### src/rtl/mem_stage.sv
// ---------------------------------------------------------------------------
// mem_stage -- MEM pipeline stage of a RISC-V style core.
//
// Sits between the EX/MEM and MEM/WB pipeline registers. Non-memory
// instructions pass straight through to MEM/WB in one cycle. Aligned loads
// and stores are latched and issued on a simple req/ack data bus while the
// upstream pipeline is stalled. Misaligned accesses are squashed and flagged.
//
// Ports
//   clk, rst                 clock, asynchronous active-high reset
//   valid_in                 EX/MEM slot holds a live instruction
//   alu_result_in            ALU result / byte address of the access
//   rd2_in                   store data
//   rd_in                    destination register
//   funct3_in                access size/sign (B, H, W, BU, HU; others = W)
//   RegWrite_in, MemRead_in, MemWrite_in, MemToReg_in   EX/MEM control
//   dmem_req/we/addr/wdata/be  data bus request (addr word aligned)
//   dmem_rdata, dmem_ack     data bus response (ack is a one-cycle strobe)
//   stall                    combinational; upstream holds EX/MEM while 1
//   misaligned_exc           one-cycle pulse on a misaligned access
//   wb_*                     registered MEM/WB outputs
// ---------------------------------------------------------------------------
module mem_stage (
  input  logic        clk,
  input  logic        rst,
  input  logic        valid_in,
  input  logic [31:0] alu_result_in,
  input  logic [31:0] rd2_in,
  input  logic [4:0]  rd_in,
  input  logic [2:0]  funct3_in,
  input  logic        RegWrite_in,
  input  logic        MemRead_in,
  input  logic        MemWrite_in,
  input  logic        MemToReg_in,
  output logic        dmem_req,
  output logic        dmem_we,
  output logic [31:0] dmem_addr,
  output logic [31:0] dmem_wdata,
  output logic [3:0]  dmem_be,
  input  logic [31:0] dmem_rdata,
  input  logic        dmem_ack,
  output logic        stall,
  output logic        misaligned_exc,
  output logic        wb_valid,
  output logic        wb_RegWrite,
  output logic        wb_MemToReg,
  output logic [31:0] wb_alu_result,
  output logic [31:0] wb_mem_data,
  output logic [4:0]  wb_rd
);

  typedef enum logic {IDLE, ACCESS} state_t;

  state_t state_reg, state_next;

  // Access latched at issue; drives the bus for the whole ACCESS phase.
  logic [31:0] addr_reg;
  logic [31:0] wdata_reg;
  logic [3:0]  be_reg;
  logic        we_reg;
  logic [2:0]  funct3_reg;
  logic [4:0]  rd_reg;
  logic        regwrite_reg;
  logic        memtoreg_reg;

  // Incoming instruction decode
  logic        mem_op;
  logic        is_byte;
  logic        is_half;
  logic        misaligned;
  logic [31:0] store_wdata;
  logic [3:0]  store_be;

  // Load formatting
  logic [31:0] rdata_shifted;
  logic [31:0] load_data;

  // Control from the FSM process
  logic        latch_en;
  logic        wb_valid_next;
  logic        wb_regwrite_next;
  logic        wb_memtoreg_next;
  logic [31:0] wb_alu_result_next;
  logic [31:0] wb_mem_data_next;
  logic [4:0]  wb_rd_next;

  assign mem_op  = valid_in & (MemRead_in | MemWrite_in);
  // funct3[2] is only the unsigned flag, so size comes from funct3[1:0];
  // anything that is neither byte nor half is handled as a word.
  assign is_byte = (funct3_in[1:0] == 2'b00);
  assign is_half = (funct3_in[1:0] == 2'b01);
  assign misaligned = is_half ? alu_result_in[0]
                    : is_byte ? 1'b0
                    : (alu_result_in[1:0] != 2'b00);

  // Store data is replicated across lanes so the bus only needs the byte
  // enables to pick the right bytes. Loads always read the full word.
  always_comb begin
    store_wdata = rd2_in;
    store_be    = 4'b1111;
    if (MemWrite_in) begin
      if (is_byte) begin
        store_wdata = {4{rd2_in[7:0]}};
        store_be    = 4'b0001 << alu_result_in[1:0];
      end else if (is_half) begin
        store_wdata = {2{rd2_in[15:0]}};
        store_be    = alu_result_in[1] ? 4'b1100 : 4'b0011;
      end
    end
  end

  // Bring the addressed lane down to bit 0; halfwords are aligned, so a
  // byte-granular shift selects them correctly as well.
  assign rdata_shifted = dmem_rdata >> {addr_reg[1:0], 3'b000};

  always_comb begin
    case (funct3_reg)
      3'b000:  load_data = {{24{rdata_shifted[7]}}, rdata_shifted[7:0]};
      3'b100:  load_data = {24'd0, rdata_shifted[7:0]};
      3'b001:  load_data = {{16{rdata_shifted[15]}}, rdata_shifted[15:0]};
      3'b101:  load_data = {16'd0, rdata_shifted[15:0]};
      default: load_data = dmem_rdata;
    endcase
  end

  // Bus outputs are qualified by state so IDLE never presents a request.
  assign dmem_req   = (state_reg == ACCESS);
  assign dmem_we    = (state_reg == ACCESS) & we_reg;
  assign dmem_be    = (state_reg == ACCESS) ? be_reg : 4'b0000;
  assign dmem_addr  = {addr_reg[31:2], 2'b00};
  assign dmem_wdata = wdata_reg;

  // Next-state and MEM/WB selection. Default is a bubble into MEM/WB.
  always_comb begin
    state_next         = state_reg;
    stall              = 1'b0;
    misaligned_exc     = 1'b0;
    latch_en           = 1'b0;
    wb_valid_next      = 1'b0;
    wb_regwrite_next   = 1'b0;
    wb_memtoreg_next   = 1'b0;
    wb_alu_result_next = 32'd0;
    wb_mem_data_next   = 32'd0;
    wb_rd_next         = 5'd0;
    case (state_reg)
      IDLE: begin
        if (mem_op) begin
          if (misaligned) begin
            misaligned_exc = 1'b1;
          end else begin
            stall      = 1'b1;
            latch_en   = 1'b1;
            state_next = ACCESS;
          end
        end else begin
          wb_valid_next      = valid_in;
          wb_regwrite_next   = valid_in & RegWrite_in;
          wb_memtoreg_next   = MemToReg_in;
          wb_alu_result_next = alu_result_in;
          wb_rd_next         = rd_in;
        end
      end
      ACCESS: begin
        stall = ~dmem_ack;
        if (dmem_ack) begin
          state_next         = IDLE;
          wb_valid_next      = 1'b1;
          wb_regwrite_next   = regwrite_reg & ~we_reg;
          wb_memtoreg_next   = memtoreg_reg;
          wb_alu_result_next = addr_reg;
          wb_mem_data_next   = we_reg ? 32'd0 : load_data;
          wb_rd_next         = rd_reg;
        end
      end
      default: state_next = IDLE;
    endcase
  end

  always_ff @(posedge clk or posedge rst) begin
    if (rst) begin
      state_reg <= IDLE;
    end else begin
      state_reg <= state_next;
    end
  end

  always_ff @(posedge clk or posedge rst) begin
    if (rst) begin
      addr_reg     <= 32'd0;
      wdata_reg    <= 32'd0;
      be_reg       <= 4'd0;
      we_reg       <= 1'b0;
      funct3_reg   <= 3'd0;
      rd_reg       <= 5'd0;
      regwrite_reg <= 1'b0;
      memtoreg_reg <= 1'b0;
    end else if (latch_en) begin
      addr_reg     <= alu_result_in;
      wdata_reg    <= store_wdata;
      be_reg       <= store_be;
      we_reg       <= MemWrite_in;
      funct3_reg   <= funct3_in;
      rd_reg       <= rd_in;
      regwrite_reg <= RegWrite_in;
      memtoreg_reg <= MemToReg_in;
    end
  end

  always_ff @(posedge clk or posedge rst) begin
    if (rst) begin
      wb_valid      <= 1'b0;
      wb_RegWrite   <= 1'b0;
      wb_MemToReg   <= 1'b0;
      wb_alu_result <= 32'd0;
      wb_mem_data   <= 32'd0;
      wb_rd         <= 5'd0;
    end else begin
      wb_valid      <= wb_valid_next;
      wb_RegWrite   <= wb_regwrite_next;
      wb_MemToReg   <= wb_memtoreg_next;
      wb_alu_result <= wb_alu_result_next;
      wb_mem_data   <= wb_mem_data_next;
      wb_rd         <= wb_rd_next;
    end
  end

endmodule

### config.mk
export PLATFORM = sky130hd
export DESIGN_NAME = mem_stage
export DESIGN_NICKNAME = d
export VERILOG_FILES = /design/src/rtl/mem_stage.sv
export SDC_FILE = /design/constraint.sdc
export NUM_CORES = 1
export LEC_CHECK = 0
export CAP_MARGIN = 25
export CORE_MARGIN = 4
export CORE_UTILIZATION = 40
export CTS_CLUSTER_DIAMETER = 50
export CTS_CLUSTER_SIZE = 10
export DETAILED_ROUTE_END_ITERATION = 12
export GPL_ROUTABILITY_DRIVEN = 1
export PLACE_DENSITY = 0.87
export SLEW_MARGIN = 25
export SYNTH_ARGS = -nofsm -noshare
export SYNTH_HDL_FRONTEND = slang
export SYNTH_SLANG_ARGS = --single-unit
export TNS_END_PERCENT = 30
### constraint.sdc
create_clock -name clk -period 5 [get_ports clk]
set_input_delay 1 -clock clk [delete_from_list [all_inputs] [get_ports clk]]
set_output_delay 1 -clock clk [all_outputs]
set_load 0.01 [all_outputs]
==> Word-level counts from Yosys, hierarchy flattened <==
Index checks and enable logic that the tools add are counted.
{ "classes": {"eq_ne": 4, "shift": 2, "mux": 38, "n_bitwise": 8, "n_reduce_logical": 3} }
{ "ops": {"columns": ["op", "n"], "rows": [
  ["$mux W32", 8],
  ["$pmux W32 S4", 1],
  ["$pmux W32 S2", 1],
  ["$shr A32 B5 Y16", 1],
  ["$mux W4", 5],
  ["$mux W1", 15],
  ["$mux W5", 2],
  ["$pmux W1 S2", 5],
  ["$pmux W5 S2", 1],
  ["$eq A3 B3 Y1 const B", 2],
  ["$and A1 B1 Y1", 4],
  ["$shl A1 B2 Y4 const A", 1],
  ["$eq A3 B1 Y1 const B", 1],
  ["$logic_not A3 Y1", 1],
  ["$not A1 Y1", 3],
  ["$eq A2 B1 Y1 const B", 1],
  ["$logic_not A2 Y1", 1],
  ["$reduce_bool A2 Y1", 1],
  ["$or A1 B1 Y1", 1]
]} }
{ "word_totals": {"reg_bits": 152, "input_bits": 112, "elab_cells": 70} }

==> Longest topological paths before layout <==
Gate-level depths: netlist of run 1.
{ "logic_depth": {"ltp_word": 6, "depth_mapped": 6, "depth_no_buf": 4} }

==> Least setup slack after synthesis of run 1 <==
Ideal clock, no wire load.
{ "synth_path": {"path_kind": "input -> output", "startpoint": "in funct3_in[0]", "endpoint": "out stall", "arrival_time_ns": 1.893, "required_ns": 4.000, "slack_ns": 2.107, "path_stages": 5, "path_buffers": 2, "path_cell_list": "o21ai_1 -> o2111ai_2 -> buf_2 -> buf_2 -> o21ai_0"} }
{ "synth_via": {"elab_chain_cells": 6} }
{ "synth_rtl": {"columns": ["item", "line_no", "text"], "rows": [
  ["from (decl)", "30", "input logic [2:0] funct3_in,"],
  ["$logic_not A2 Y1", "90", "assign is_byte = (funct3_in[1:0] == 2'b00);"],
  ["$mux W1", "93", ": is_byte ? 1'b0"],
  ["$mux W1 *", "92", "assign misaligned = is_half ? alu_result_in[0]"],
  ["$mux W1 *", "148", "if (misaligned) begin"],
  ["$mux W1 *", "147", "if (mem_op) begin"],
  ["$pmux W1 S2 *", "145", "case (state_reg)"],
  ["to (decl)", "42", "output logic stall,"]
]} }
Mark *: on every way between the ends. The rest lies on a longest branch, timed or not.

==> Worst setup path in the final report of run 1 <==
{ "layout_path": {"startpoint": "in funct3_in[1]", "endpoint": "out stall"} }
Same word-level chain as after synthesis.

==> impl_results.md, run 1 <==
- CTS tree: built
- Worst slew pin tran: 1.001 ns
- Crit start category: input port
- Tot GR Track Use: 0.2029
- # Max-Cap Violations: 0
- Maximum VDD drop: 0.2124 mV
- Min-delay worst type: reg2reg
- Req. time, crit path: 4.00 ns
- Core Area: 0.01594 mm^2
- Post-CTS setup buffers: 0
- Share of layout cells above drive strength 1: 0.1417
- WL final: 18.68 mm
- Register area share after synthesis: 0.5826
- Top-area cell type share of the netlist area: 0.5826
- R2R Setup Slk: 2.38 ns
- Crit Path Max Fanout: 5
- Clk_lat worst skew: 0.41 ns
- R2R depth: 5
- Vias in the first global route: 5,209
- R2r endpoint: addr_reg[29]
- Slew headroom: 0.3330
- Routed via count: 4,969
- Starting Density: 0.4095
- Critical Path Source: funct3_in[1]
- Reg-to-Reg Start: dmem_req
- Initial DRC Count: 228
- Pins Over Slew Limit: 0
- CTS buffer count: 17
- Clock Skew: 0.007124 ns
- Tcrit/Tclk final: 0.7562
- Cts-stage hold buffer count: 0
- Outcome: complete, no violations
- Mapped Area: 0.006529 mm^2
- Crit path capture: stall
- Clock tree buffer depth: 2
- Largest net degree at the start of global routing: 61
- Synth top area cells: dfrtp_1 58%, mux2_2 9.1%, a22o_1 5.1%, mux2i_1 5.1%, buf_4 3.9%
- DR WL/cell: 18.96 um
- Critical path type: in2out
- DR DRC count: 0
- Yosys cell types: 33
- Syn-to-layout area delta: 48.05%
- Die area: 0.01843 mm^2
- Pwr dens: 419.9 mW/mm^2
- Antenna cell count: 0
- Drt pass-1 iters: 4
- Post-Syn Instances: 544
- Initial antenna violation count: 0
- Chip width: 135.8 um
- Clk sinks: 152
- # IOs: 256
- Most common cell after layout, fill and taps aside: clkdlybuf4s50_1
- Final-stage net count: 868
- Synth Register Bits: 152
- Final core occ: 0.6063
- Clock-pin slew on the worst setup and hold paths: 0.06 ns
- HPWL after detailed placement: 13.61 mm
- Synthesized area per cell: 12.00 um^2
- First-pass GRT wire length: 28.82 mm
- Fin crit period: 3.781 ns
- Final GP Congestion: 0.9350
- Worst Setup End Kind: output pin
- H-Tree Depth: 4
- Post-CTS sizing: 0
- Worst EP arrival: 2.78 ns
- Port Buffers: 253
- Highest clock rate: 264.5 MHz
- Synthesis Warnings: 0
- Area leader, netlist: dfrtp_1
- Via/cell ratio: 5.045
- LEAKAGE: 4.183 nW
- Routed Antenna Nets: 0
- Most frequent cells in the layout: 253 x clkdlybuf4s50_1, 152 x dfrtp_1, 53 x mux2_2, 44 x nand2_1, 42 x a21oi_1
- RSZ-0062 raised after global routing: false
- Num rows: 46
- Final setup viols: 0
- CTS Root Cell: clkbuf_16
- Die Height: 135.8 um
- Final Hold Fails: 0
- Setup TNS: 0 ns
- GRT overflow: 0
==> report_power, final <==
| part | internal (mW) | switching, mW |
|---|---|---|
| sequential | 1.46 | 0.140 |
| combinational | 0.646 | 0.505 |
| clock | 0.782 | 0.529 |
==> kinds of logic after synthesis <==
logic type      count (synthesis)  share of synthesized area
other cells                     1                  0.0005744
mux                            87                     0.1437
simple gates                   85                    0.05769
flops                         152                     0.5826
buf+inv                        77                    0.06688
compound gates                141                     0.1472
xor+xnor                        1                   0.001342
==> synthesized netlist by cell type, drive strengths merged <==
cell	instances
o2bb2ai	7
a22oi	8
a32o	1
mux2	54
nand4b	1
a21oi	43
o221a	7
buf	55
or4	1
nand3b	1
a22o	38
inv	4
conb	1
nor2	22
mux2i	33
nand2b	3
or2	1
nor2b	4
clkbuf	18
nand2	44
a21o	2
o31ai	1
xnor2	1
o2111ai	1
o21ai	33
and2	6
and2b	2
dfrtp	152
==> layout make-up <==
| type | count | area, um^2 |
|---|---|---|
| Timing Repair Buffer | 265 | 2655 |
| Multi-Input combinational cell | 316 | 2315 |
| Fill cell | 1288 | 6277 |
| Clock inverter | 12 | 136.4 |
| Sequential cell | 152 | 3804 |
| Inverter | 4 | 18.77 |
| Tap cell | 216 | 270.3 |
| Clock buffer | 20 | 466.7 |
==> metal layers <==
layer | vias to the layer above | GRT usage | routed length, um
met5 | - | 0 | 0
met4 | 0 | 0.08903 | 600
met3 | 39 | 0.07021 | 1768
met2 | 216 | 0.3319 | 9039
met1 | 2397 | 0.2433 | 7271
li1 | 2317 | - | -
==> critical path: stages <==
cell	delay (ns)
clkdlybuf4s50_1	0.51
o21ai_1	0.29
o2111ai_4	0.17
o21ai_0	0.18
clkdlybuf4s50_1	0.63
==> metrics by stage <==
step	setup WS [ns]	cells	power (mW)	hold WS (ns)	cell area, um^2
floorplan	2.083	545	2.215	0.4416	6536
global placement	1.191	952	2.734	0.4627	9035
detailed placement	1.201	952	2.771	0.4636	9035
CTS	1.185	984	4.097	0.4831	9638
global route	1.110	985	4.266	0.4947	9666
finish	1.219	985	4.059	0.4786	9666
==> how the worst min path moves through the flow <==
stage,startpoint,end,slack (ns),cells past startpoint
after floorplan,be_reg[3],be_reg[3],0.44,1
after global placement,dmem_wdata[31],dmem_wdata[31],0.46,2
after detailed placement,be_reg[3],be_reg[3],0.46,1
after CTS,dmem_wdata[30],dmem_wdata[30],0.48,2
after global routing,dmem_wdata[29],dmem_wdata[29],0.49,2
final,dmem_wdata[10],dmem_wdata[10],0.48,2
Power figures use the tool's default switching activity.
==> run 2, diff against run 1 <==
==> constraint.sdc (replaced) <==
create_clock -name clk -period 3.1 [get_ports clk]
set_input_delay 0.62 -clock clk [delete_from_list [all_inputs] [get_ports clk]]
set_output_delay 0.62 -clock clk [all_outputs]
set_load 0.01 [all_outputs]
==> impl_results.md, run 2 (same netlist as run 1, synthesis figures left out) <==
- Final GP Congestion: 0.9735 (was 0.9350)
- DR WL/cell: 18.76 um (was 18.96 um)
- Pins Over Slew Limit: 0 (unchanged)
- Drt pass-1 iters: 6 (was 4)
- Req. time, crit path: 2.48 ns (was 4.00 ns)
- Final setup viols: 0 (unchanged)
- Routed Antenna Nets: 0 (unchanged)
- GRT overflow: 0 (unchanged)
- Post-CTS sizing: 0 (unchanged)
- LEAKAGE: 4.193 nW (was 4.183 nW)
- Initial antenna violation count: 0 (unchanged)
- Tcrit/Tclk final: 0.9650
- Routed via count: 5,001 (was 4,969)
- Highest clock rate: 334.3 MHz
- HPWL after detailed placement: 13.34 mm (was 13.61 mm)
- Slew headroom: 0.4447 (was 0.3330)
- Outcome: complete, no violations (unchanged)
- Final Hold Fails: 0 (unchanged)
- Post-CTS setup buffers: 0 (unchanged)
- Die area: 0.01843 mm^2 (unchanged)
- Cts-stage hold buffer count: 0 (unchanged)
- # IOs: 256 (unchanged)
- Worst Slack Setup Final: 0.1086 ns (was 1.219 ns)
- Min-delay worst type: reg2reg (unchanged)
- # Max-Cap Violations: 0 (unchanged)
- Share of layout cells above drive strength 1: 0.1438 (was 0.1417)
- Worst slew pin tran: 0.8330 ns (was 1.001 ns)
- Port Buffers: 253 (unchanged)
- Tot GR Track Use: 0.1995 (was 0.2029)
- Worst hold slack: 0.4732 ns (was 0.4786 ns)
- CTS buffer count: 17 (unchanged)
- Most common cell after layout, fill and taps aside: clkdlybuf4s50_1 (unchanged)
- Worst EP arrival: 2.37 ns (was 2.78 ns)
- Clk_lat worst skew: 0.41 ns (about the same)
- H-Tree Depth: 4 (unchanged)
- CTS tree: built (unchanged)
- Via/cell ratio: 5.057 (was 5.045)
- Maximum VDD drop: 0.3421 mV (was 0.2124 mV)
- Most frequent cells in the layout: 253 x clkdlybuf4s50_1, 152 x dfrtp_1, 53 x mux2_2, 44 x nand2_1, 42 x a21oi_1 (unchanged)
- Worst Setup End Kind: output pin (unchanged)
- First-pass GRT wire length: 28.40 mm (was 28.82 mm)
- Chip width: 135.8 um (unchanged)
- Syn-to-layout area delta: 48.06% (was 48.05%)
- Crit Path Max Fanout: 3 (was 5)
- Vias in the first global route: 5,235 (was 5,209)
- Final-stage net count: 871 (was 868)
- Initial DRC Count: 220 (was 228)
- Clock Skew: 0.009909 ns (was 0.007124 ns)
- Fin crit period: 2.991 ns
- Pwr dens: 671.4 mW/mm^2 (was 419.9 mW/mm^2)
- Critical path type: in2out (unchanged)
- Die Height: 135.8 um (unchanged)
- Clk sinks: 152 (unchanged)
- Num rows: 46 (unchanged)
- Starting Density: 0.4095 (unchanged)
- Largest net degree at the start of global routing: 153 (was 61)
- Setup slack after placement: 0.09072 ns (was 1.201 ns)
- Clock-pin slew on the worst setup and hold paths: 0.06 ns (about the same)
- RSZ-0062 raised after global routing: false (unchanged)
- Setup TNS: 0 ns (unchanged)
- Clock tree buffer depth: 2 (unchanged)
- DR DRC count: 0 (unchanged)
- Core Area: 0.01594 mm^2 (unchanged)
- Crit start category: input port (unchanged)
- CTS Root Cell: clkbuf_16 (unchanged)
- WL final: 18.55 mm (was 18.68 mm)
-- run 2: area by class of cell --
type	instances	area, um^2
fill	1300	6276
sequential	152	3804
timing repair buffer	268	2661
multi-input combinational	316	2315
clock buffer	20	456.7
tap	216	270.3
clock inverter	12	138.9
inverter	4	18.77
antenna	1	2.502
-- run 2: per-stage QoR --
stage	cell area, um^2	total power [mW]	cells	util
finish	9667	6.490	989	0.6063
global route	9664	6.829	988	0.6062
CTS	9664	6.570	988	0.6062
detailed placement	9069	4.472	956	0.5688
global placement	9057	4.407	955	0.5681
floorplan	6536	3.572	545	-
-- run 2: worst max-delay path: stages --
cell and delay, ns:
clkdlybuf4s50_1 0.48, o21ai_1 0.28, o2111ai_4 0.17, o21ai_0 0.15
clkdlybuf4s50_1 0.67
-- run 2: final timing paths --
kind | startpoint | endpoint | slack, ns | depth (start not counted)
setup / recovery | funct3_in[1] | stall | 0.11 | 5
hold / removal | be_reg[3] | be_reg[3] | 0.47 | 1
setup reg to reg | dmem_req | be_reg[1] | 0.93 | 4
hold reg to reg | be_reg[3] | be_reg[3] | 0.47 | 1
max in group asynchronous | rst | wb_rd[3] | 1.64 | 3
min in group asynchronous | rst | funct3_reg[2] | 0.81 | 3
-- run 2: per-layer routing --
layer  global-route usage  share of wire  vias to the layer above  wire [um]
met2               0.3446           0.51                      211       9379
li1                     -              -                     2319          -
met5                    0              0                        -          0
met1               0.2365           0.38                     2452       7072
met3              0.07504          0.098                       19       1827
met4              0.04759          0.015                        0        276
-- run 2: power by group --
part	leakage (nW)	switching, mW	internal [mW]
Clock	0.291	0.828	1.24
Combinational	1.99	0.806	1.04
Sequential	1.91	0.228	2.35
